**src/rtl/roberto_uc_pkg.sv**
```systemverilog
// Shared state encodings and index limits for the roberto control unit.
package roberto_uc_pkg;

  // TX sequencer states; the numeric codes are exported on db_estado.
  typedef enum logic [3:0] {
    INICIAL        = 4'd0,
    PREPARA        = 4'd1,
    ESPERA_SEG     = 4'd2,
    MEDE           = 4'd3,
    AGUARDA_MEDIDA = 4'd4,
    TRANSMITE      = 4'd5,
    ESPERA_TX      = 4'd6,
    PROX_CHAR      = 4'd7,
    PROX_SENSOR    = 4'd8
  } tx_state_t;

  // RX slot sequencer states; the numeric codes are exported on db_estado_rx.
  typedef enum logic [1:0] {
    R_ESPERA = 2'd0,
    R_CONTA  = 2'd1,
    R_SALTA  = 2'd2
  } rx_state_t;

  // Last char of a sensor word (3 digits + '#').
  localparam logic [1:0] ULTIMO_CHAR   = 2'd3;
  // Last of the three sensors.
  localparam logic [1:0] ULTIMO_SENSOR = 2'd2;
  // Last real servo slot; slot 3 is skipped so the RX index wraps to 0.
  localparam logic [1:0] ULTIMO_SLOT   = 2'd2;

endpackage

```
**src/rtl/roberto_uc_rx.sv**
```systemverilog
// RX sequencer: steers each received char into servo slots 0/1/2 and wraps.
// Handshake: pronto_recepcao is level-valid from the datapath; only its
// rising edge counts as a new char, and cont_recepcao is a one-cycle
// advance pulse for the slot counter (no back-pressure in either direction).
module roberto_uc_rx
  import roberto_uc_pkg::*;
(
  input  logic       clock,
  input  logic       reset,
  input  logic       ativo,
  input  logic       pronto_recepcao,
  input  logic [1:0] Q_recepcao,
  output logic       cont_recepcao,
  output logic [1:0] db_estado_rx
);

  rx_state_t estado;
  logic      pronto_d;
  logic      evento;

  assign evento = pronto_recepcao & ~pronto_d;

  // Registered copy of pronto_recepcao for rising-edge detection.
  always_ff @(posedge clock) begin
    if (reset) pronto_d <= 1'b0;
    else       pronto_d <= pronto_recepcao;
  end

  // Slot sequencer; parked in R_ESPERA whenever the TX side is idle.
  always_ff @(posedge clock) begin
    if (reset || !ativo) begin
      estado <= R_ESPERA;
    end else begin
      case (estado)
        R_ESPERA: if (evento) estado <= R_CONTA;
        R_CONTA:  estado <= (Q_recepcao == ULTIMO_SLOT) ? R_SALTA : R_ESPERA;
        R_SALTA:  estado <= R_ESPERA;
        default:  estado <= R_ESPERA;
      endcase
    end
  end

  // Both counting states advance the slot index by one.
  assign cont_recepcao = (estado == R_CONTA) || (estado == R_SALTA);
  assign db_estado_rx  = estado;

endmodule

```
**src/rtl/roberto_uc.sv**
```systemverilog
// Control unit for roberto_fd: once per second triggers the sensors, waits
// out the echo window and sends 3 sensors x 4 chars; RX runs independently.
module roberto_uc
  import roberto_uc_pkg::*;
#(
  parameter int T_MEDIDA = 1_500_000,
  parameter int W_MEDIDA = 21
) (
  input  logic       clock,
  input  logic       reset,
  input  logic       ligar,
  input  logic       pronto_seg,
  input  logic       pronto_serial,
  input  logic       pronto_recepcao,
  input  logic [1:0] Q_2,
  input  logic [1:0] Q_3,
  input  logic [1:0] Q_recepcao,
  output logic       zera_sensor,
  output logic       zera_serial,
  output logic       zera_seg,
  output logic       zera_2,
  output logic       zera_3,
  output logic       zera_servos,
  output logic       zera_recpcao,
  output logic       cont_seg,
  output logic       cont_2,
  output logic       cont_3,
  output logic       cont_recepcao,
  output logic       medir,
  output logic       partida_tx,
  output logic [3:0] db_estado,
  output logic [1:0] db_estado_rx
);

  localparam logic [W_MEDIDA-1:0] ALVO_MEDIDA = W_MEDIDA'(T_MEDIDA - 1);

  tx_state_t           estado;
  logic [W_MEDIDA-1:0] cnt_medida;

  // TX sequencer plus echo-window counter; ligar matters only in 0 and 2.
  always_ff @(posedge clock) begin
    if (reset) begin
      estado     <= INICIAL;
      cnt_medida <= '0;
    end else begin
      case (estado)
        INICIAL:    if (ligar) estado <= PREPARA;
        PREPARA:    estado <= ESPERA_SEG;
        ESPERA_SEG: begin
          if (!ligar)          estado <= INICIAL;
          else if (pronto_seg) estado <= MEDE;
        end
        MEDE: begin
          cnt_medida <= '0;
          estado     <= AGUARDA_MEDIDA;
        end
        AGUARDA_MEDIDA: begin
          if (cnt_medida == ALVO_MEDIDA) estado <= TRANSMITE;
          else                           cnt_medida <= cnt_medida + 1'b1;
        end
        TRANSMITE:   estado <= ESPERA_TX;
        ESPERA_TX:   if (pronto_serial) estado <= PROX_CHAR;
        PROX_CHAR:   estado <= (Q_3 == ULTIMO_CHAR) ? PROX_SENSOR : TRANSMITE;
        PROX_SENSOR: estado <= (Q_2 == ULTIMO_SENSOR) ? ESPERA_SEG : TRANSMITE;
        default:     estado <= INICIAL;
      endcase
    end
  end

  // Datapath controls decoded from the registered TX state.
  always_comb begin
    zera_sensor  = 1'b0;
    zera_serial  = 1'b0;
    zera_seg     = 1'b0;
    zera_2       = 1'b0;
    zera_3       = 1'b0;
    zera_servos  = 1'b0;
    zera_recpcao = 1'b0;
    cont_seg     = 1'b0;
    cont_2       = 1'b0;
    cont_3       = 1'b0;
    medir        = 1'b0;
    partida_tx   = 1'b0;
    case (estado)
      INICIAL: begin
        zera_sensor  = 1'b1;
        zera_serial  = 1'b1;
        zera_seg     = 1'b1;
        zera_2       = 1'b1;
        zera_3       = 1'b1;
        zera_servos  = 1'b1;
        zera_recpcao = 1'b1;
      end
      PREPARA: begin
        zera_sensor = 1'b1;
        zera_serial = 1'b1;
        zera_seg    = 1'b1;
        zera_2      = 1'b1;
        zera_3      = 1'b1;
      end
      ESPERA_SEG: cont_seg = 1'b1;
      MEDE: begin
        medir    = 1'b1;
        zera_seg = 1'b1;
      end
      TRANSMITE: partida_tx = 1'b1;
      PROX_CHAR: begin
        if (Q_3 == ULTIMO_CHAR) zera_3 = 1'b1;
        else                    cont_3 = 1'b1;
      end
      PROX_SENSOR: begin
        if (Q_2 == ULTIMO_SENSOR) zera_2 = 1'b1;
        else                      cont_2 = 1'b1;
      end
      default: ;
    endcase
  end

  assign db_estado = estado;

  roberto_uc_rx u_rx (
    .clock           (clock),
    .reset           (reset),
    .ativo           (estado != INICIAL),
    .pronto_recepcao (pronto_recepcao),
    .Q_recepcao      (Q_recepcao),
    .cont_recepcao   (cont_recepcao),
    .db_estado_rx    (db_estado_rx)
  );

endmodule

```
**config.mk**
```make
export PLATFORM = sky130hd
export DESIGN_NAME = roberto_uc
export DESIGN_NICKNAME = d
export VERILOG_FILES = /design/src/rtl/roberto_uc_pkg.sv /design/src/rtl/roberto_uc_rx.sv /design/src/rtl/roberto_uc.sv
export SDC_FILE = /design/constraint.sdc
export NUM_CORES = 1
export LEC_CHECK = 0
export ABC_AREA = 0
export CAP_MARGIN = 15
export CORE_ASPECT_RATIO = 0.75
export CORE_MARGIN = 3
export CORE_UTILIZATION = 65
export CTS_BUF_LIST = sky130_fd_sc_hd__clkbuf_4 sky130_fd_sc_hd__clkbuf_8
export DETAILED_ROUTE_END_ITERATION = 7
export DONT_BUFFER_PORTS = 1
export PLACE_DENSITY = 0.81
export SLEW_MARGIN = 20
export SYNTH_ARGS = -nofsm -noshare
export SYNTH_HDL_FRONTEND = slang
export SYNTH_SLANG_ARGS = --single-unit
```
**constraint.sdc**
```tcl
create_clock -name clock -period 2.25 [get_ports clock]
set_clock_uncertainty 0.15 [all_clocks]
set_input_delay 0.45 -clock clock [delete_from_list [all_inputs] [get_ports clock]]
set_output_delay 0.45 -clock clock [all_outputs]
set_load 0.02 [all_outputs]
```
==> results.toml, run 1 <==
[setup_path]
cp_common_cell = "buf_4"
cp.required_ns = 1.65
max_stage_delay_ns = 0.37
worstPathArrival_ns = 1.60
critical_path_class = "reg2out"
start_kind = "flop"
slowest_stage = "dfxtp_1"
critPathBufInv = 2
crit_fanout = 14
crit_path_end_kind = "primary output"
path_cells = "buf_4 -> nand2b_1 -> a211oi_2 -> buf_4"
crit_family = "buffers and inverters"

[global_routing]
grt_pass1_vias = 1661
grt_pass1_wl_mm = 7.93
grt_start_max_net_pins = 17
gr-total-overflow = 0
antenna_found_initial = 0
grt_usage = 0.302

[placed_design]
routabilityCongestion = 0.985
portBuffers = 0
pre_cts_ws_ns = 0.0665
dp_hpwl_mm = 3.37
place_inst = 261
dpl_cell_area_um2 = 1880

[yosys]
synth_seq_cells = 28
yosysWarningCount = 0
netlist_instances = 219
ys.flop_type = "dfxtp_1"
synth_top_family_by_area = "simple AND/OR/NAND/NOR gates"
yosys.area.top_type_share = 0.322
synth.area.mux_share = 0
synth_simple_gate_area_share = 0.366
synthAdderAreaFrac = 0.0215
synth.cell_area_um2 = 1740
synth_area_leader_cell = "dfxtp_1"
yosys.cell_count.top_type = "dfxtp_1"
synthesis.nets = 234
synthXorXnorAreaFrac = 0.0201
synth-async-reset-ratio = 0
avgSynthCellArea_um2 = 7.96
ys_types = 51
synth_common_cells = "dfxtp_1 (28), nand2_1 (25), nor2_1 (22)"
synth_area_leaders = "dfxtp_1 (32%), nand2_1 (5.4%), nor2_1 (4.7%), a21oi_1 (3.7%), nand3_1 (3.7%)"
ys_seq_area_frac = 0.322
synth_edf_count = 0
synth-compound-area-share = 0.212

[power]
peakVddDrop_mv = 0.356
pwr-share-clk = 0.322
combPwrFrac = 0.173
p_per_area_nw_per_um2 = 515
swShare = 0.269
leakagePower_nw = 0.725
p_seq_frac = 0.505
switching_power_w = 0.000276
p_int_w = 0.000750

[sta]
relSlewSlack = 0.554
slew_violations = 0
tightestPinTransition_ns = 0.660
post-route-period-util = 0.980
fmax_mhz = 454
min_period_ns = 2.20
layout_setup_ws_ns = 0.0459
hold_viol_final = 0
setup_viol = 0

[cts]
htree_levels = 1
clock-sinks = 28
path_clk_slew_ns = 0.14
ctsRootBufferMaster = "clkbuf_4"
cts_buffers = 3
cts_tree = "built"
insertion_delay_ns = 0.34
cts.path.max_buffers = 2

[floorplan]
start_util = 0.720
core-area_um2 = 2420
chipHeight_um = 50.8
die_area_um2 = 3350
rows = 15
pin_count = 31
die_w_um = 65.8

[final_layout]
nFillCells = 147
drive_gt1_frac = 0.197
areaGrowthSynthToFinish_pct = 14.2
regArea_um2 = 564
multi_input_area_um2 = 1120
nets = 249
final_cells = 267
post-route-cell-area_um2 = 1990
diodes = 0

[detailed_routing]
ant_nets = 0
first_pass_iters = 5
wl_per_cell_um = 17.8
via_per_inst = 6.93
route.detailed.drc = 0
first_iter_violations = 203
wl_mm = 4.75
vias = 1851

[run_status]
status = "completed"

[min_path]
hp-class = "in2reg"

[flow_run]
max_cap_viol_count = 0
[cells in the final DEF (no fill, tap or decap), types with 2 or more instances in the layout]
| cell type | Yosys | routed |
|---|---|---|
| dfxtp_1 | 28 | 25 |
| nand2_1 | 25 | 24 |
| nor2_1 | 22 | 22 |
| buf_4 | 3 | 20 |
| nand3_1 | 13 | 13 |
| a21oi_1 | 13 | 13 |
| inv_1 | 9 | 9 |
| a31oi_1 | 10 | 9 |
| nand2b_1 | 8 | 7 |
| o21ai_0 | 7 | 7 |
| nor4_1 | 5 | 4 |
| and3_1 | 4 | 4 |
| xnor2_1 | 4 | 4 |
| or3_1 | 4 | 4 |
| nor3_1 | 3 | 3 |
| and2_1 | 3 | 3 |
| a22o_1 | 3 | 3 |
| a311oi_1 | 4 | 3 |
| nand4_1 | 3 | 3 |
| nand3b_1 | 3 | 3 |
| clkbuf_4 | 0 | 3 |
| dfxtp_2 | 0 | 3 |
| nor2b_1 | 2 | 2 |
| nor4_2 | 1 | 2 |
| nand4_2 | 2 | 2 |
| nor4_4 | 2 | 2 |
| o22a_1 | 2 | 2 |
| a211oi_1 | 3 | 2 |
| ha_1 | 3 | 2 |
| dlygate4sd3_1 | 0 | 2 |
[power groups by stage]
stage | clock (W) | sequential [W] | combinational [W]
after global placement | 0 | 0.000525 | 0.000160
final | 0.000330 | 0.000518 | 0.000177
after CTS | 0.000334 | 0.000516 | 0.000168
after global routing | 0.000349 | 0.000519 | 0.000191
after detailed placement | 0 | 0.000527 | 0.000166
after floorplan | 0 | 0.000531 | 0.000126
[metal layers]
metal / global-route usage / vias to the layer above / share of wire
li1: - / 836 / -
met1: 0.433 / 860 / 0.42
met2: 0.454 / 136 / 0.44
met3: 0.0747 / 19 / 0.12
met4: 0.0690 / 0 / 0.023
met5: 0 / - / 0
[cell families (layout without fill, tap and decap cells)]
| group | after synthesis | count (layout) |
|---|---|---|
| and+or+nand+nor | 109 | 109 |
| AOI/OAI and AO/OA | 53 | 53 |
| DFF | 28 | 28 |
| buffers and inverters | 22 | 36 |
| xor gates and xnor gates | 4 | 4 |
| adders and majority gates | 3 | 3 |
[worst paths after layout]
path / to / startpoint / slack, ns / depth (start not counted)
setup reg to reg: db_estado[0]$_SDFFE_PP0P_ / cnt_medida[1]$_SDFFE_PP0P_ / 0.13 / 7
setup / recovery: cont_3 / db_estado[3]$_SDFFE_PP0P_ / 0.05 / 4
hold reg to reg: cnt_medida[0]$_SDFFE_PP0P_ / cnt_medida[0]$_SDFFE_PP0P_ / 0.36 / 2
hold / removal: cnt_medida[15]$_SDFFE_PP0P_ / reset / 0.01 / 1
[sequential cells by signal, indices dropped and copies added (netlist names)]
| register | count |
|---|---|
| cnt_medida | 21 |
| u_rx.pronto_d | 1 |
| u_rx.db_estado_rx | 2 |
| db_estado | 4 |
[stage by stage]
stage / setup TNS, ns / hold WS [ns] / total power (W) / util
global placement: 0 / 0.329 / 0.000686 / 0.777
detailed placement: 0 / 0.348 / 0.000692 / 0.777
finish: 0 / 0.0138 / 0.00103 / 0.822
CTS: 0 / 0.00199 / 0.00102 / 0.803
floorplan: -0.0132 / 0.320 / 0.000658 / -
global route: -0.0481 / 0.00524 / 0.00106 / 0.822
[cell type report]
type / count / area share
tap: 34 / 0.0214
clock buffer: 3 / 0.0113
sequential: 28 / 0.283
timing repair buffer: 23 / 0.0911
multi-input combinational: 169 / 0.561
clock inverter: 1 / 0.0151
inverter: 9 / 0.0170
[timing repair]
item | 4_1_cts | 5_1_grt
gates resized for setup | 0 | 10
endpoints found under the hold margin | 3 | 4
setup buffers | 0 | 0
hold buffers | 1 | 1
endpoints found under the setup margin | 0 | 12
(Power assumes the default switching activity.)
==> run 2: changes to the inputs <==
==> constraint.sdc (replaced) <==
create_clock -name clock -period 2.11 [get_ports clock]
set_clock_uncertainty 0.15 [all_clocks]
set_input_delay 0.422 -clock clock [delete_from_list [all_inputs] [get_ports clock]]
set_output_delay 0.422 -clock clock [all_outputs]
set_load 0.02 [all_outputs]
==> run 2 against run 1 <==
  * The flow now finishes with violations (design-rule violations, negative setup slack)
  * Critical path type is now reg2reg
  * Largest cell class unchanged
  * Setup slack got worse by 0.087 ns
  * Highest routed layer unchanged
  * Die area unchanged
  * Flip-flop and latch count unchanged
  * Non-clock buffer count increased by 11
==> results.toml, run 2 (synthesized netlist as in run 1, its figures left out) <==
[final_layout]
nFillCells = 93
final_cell_mix = "buf_4 (28), nand2_1 (25), nor2_1 (21), dfxtp_1 (21), a21oi_1 (13)"
postLayoutCoreUtil = 0.895
regMostFlops = "cnt_medida"
drive_gt1_frac = 0.275
largest_register_ffs = 21
areaGrowthSynthToFinish_pct = 24.3
nets = 260
mostFrequentLayoutCell = "buf_4"
diodes = 0

[setup_path]
worstPathArrival_ns = 2.27
r2r-end = "db_estado[0]$_SDFFE_PP0P_"
slowest_stage = "dfxtp_1"
crit_family = "simple AND/OR/NAND/NOR gates"
path_cells = "nor4bb_2 -> and4b_2 -> nand3_1 -> o2111a_1 -> a211oi_2"
reg2regPathDepth = 5
cp.required_ns = 2.23
critPathBufInv = 0
r2r_slack_ns = -0.04
start_kind = "flop"
max_stage_delay_ns = 0.42
crit_fanout = 4
r2r-start = "cnt_medida[5]$_SDFFE_PP0P_"
crit_path_end_kind = "flop"
crit_cells = 5
critical_path_class = "reg2reg"

[sta]
layout_setup_ws_ns = -0.0414
setup_viol = 3
min_period_ns = 2.15
relSlewSlack = 0.531
tightestPinTransition_ns = 0.694
fin_setup_tns_ns = -0.0683
hold_viol_final = 0
post-route-period-util = 1.02
fmax_mhz = 465
slew_violations = 0

[cts]
ctsRootBufferMaster = "clkbuf_4"
cts_tree = "built"
cts.path.max_buffers = 2
path_clk_slew_ns = 0.17
clock-sinks = 28
cts_buffers = 3
insertion_delay_ns = 0.36
htree_levels = 1

[global_routing]
antenna_found_initial = 0
grt_pass1_wl_mm = 8.44
grt_start_max_net_pins = 17
grt_pass1_vias = 1718
grt_usage = 0.331
gr-total-overflow = 0

[detailed_routing]
wl_per_cell_um = 23.2
first_iter_violations = 500
ant_nets = 0
first_pass_iters = 8
wl_mm = 6.44
via_per_inst = 7.50
route.detailed.drc = 113
vias = 2085

[floorplan]
start_util = 0.720
core-area_um2 = 2420
chipHeight_um = 50.8
rows = 15
die_w_um = 65.8
pin_count = 31
die_area_um2 = 3350

[min_path]
holdPathEnd = "u_rx.pronto_d$_SDFF_PP0_"
min_from = "pronto_recepcao"
hold_depth = 1
hp-class = "in2reg"

[placed_design]
pre_cts_ws_ns = -0.103
routabilityCongestion = 0.922
portBuffers = 0
dp_hpwl_mm = 3.54

[power]
peakVddDrop_mv = 0.407
leakagePower_nw = 0.820
p_per_area_nw_per_um2 = 522

[run_status]
status = "complete, but fails checks"
violations = "design-rule violations, negative setup slack"

[flow_run]
max_cap_viol_count = 0
[run 2: cell types whose count changed in the layout (fill, tap and decap cells not counted), sizes merged]
cell	previous run	this run
buf	21	32
[run 2: area by class of cell]
cell class / instances / area [µm²] / area share
Timing Repair Buffer: 34 / 275 / 0.127
Clock inverter: 1 / 30.0 / 0.0139
Inverter: 9 / 33.8 / 0.0156
Tap cell: 34 / 42.5 / 0.0196
Sequential cell: 28 / 577 / 0.266
Clock buffer: 3 / 22.5 / 0.0104
Multi-Input combinational cell: 169 / 1190 / 0.547
[run 2: report_power, final]
group | switching (W) | internal, W
registers | 0.0000119 | 0.000536
clock network | 0.000175 | 0.000193
logic | 0.000139 | 0.0000759
total | 0.000326 | 0.000805
[run 2: what timing repair did]
item | CTS | global route
hold buffers | 1 | 1
setup buffers | 0 | 9
pin swaps | 1 | 3
resized for setup | 10 | 21
endpoints found under the hold margin | 11 | 1
endpoints found under the setup margin | 11 | 14
[run 2: how the worst max path moves through the flow]
stage | from | end | slack [ns]
3_5_place_dp | cnt_medida[0]$_SDFFE_PP0P_ | cnt_medida[20]$_SDFFE_PP0P_ | -0.10
4_1_cts | db_estado[3]$_SDFFE_PP0P_ | cont_2 | 0.0007
3_3_place_gp | cnt_medida[0]$_SDFFE_PP0P_ | cnt_medida[20]$_SDFFE_PP0P_ | 0.03
5_1_grt | cnt_medida[5]$_SDFFE_PP0P_ | db_estado[0]$_SDFFE_PP0P_ | -0.10
2_1_floorplan | db_estado[0]$_SDFFE_PP0P_ | cont_3 | -0.02
6_report | cnt_medida[5]$_SDFFE_PP0P_ | db_estado[0]$_SDFFE_PP0P_ | -0.04
[run 2: worst reg2reg max path, delay by kind of cell (launching register included)]
family,cells,cell delay (ns)
AND/OR/NAND/NOR,3,0.98
AO/OA/AOI/OAI,2,0.52
flip-flops,1,0.42
[run 2: layer usage]
layer  share of wire  global-route usage  up-vias
met5               0                   0        -
met1            0.36               0.416      924
met3            0.14               0.114       88
met2            0.42               0.499      214
met4           0.085               0.172        0
li1                -                   -      859
[run 2: metrics by stage]
step           instance area, µm²  total power, W  hold slack (ns)  std cells
6_report                     2170         0.00113           0.0292        278
5_1_grt                      2170         0.00116           0.0321        278
4_1_cts                      2010         0.00110         0.000617        268
3_5_place_dp                 1900        0.000742            0.347        263
3_3_place_gp                 1900        0.000733            0.326        263
2_1_floorplan                1760        0.000703            0.320        219
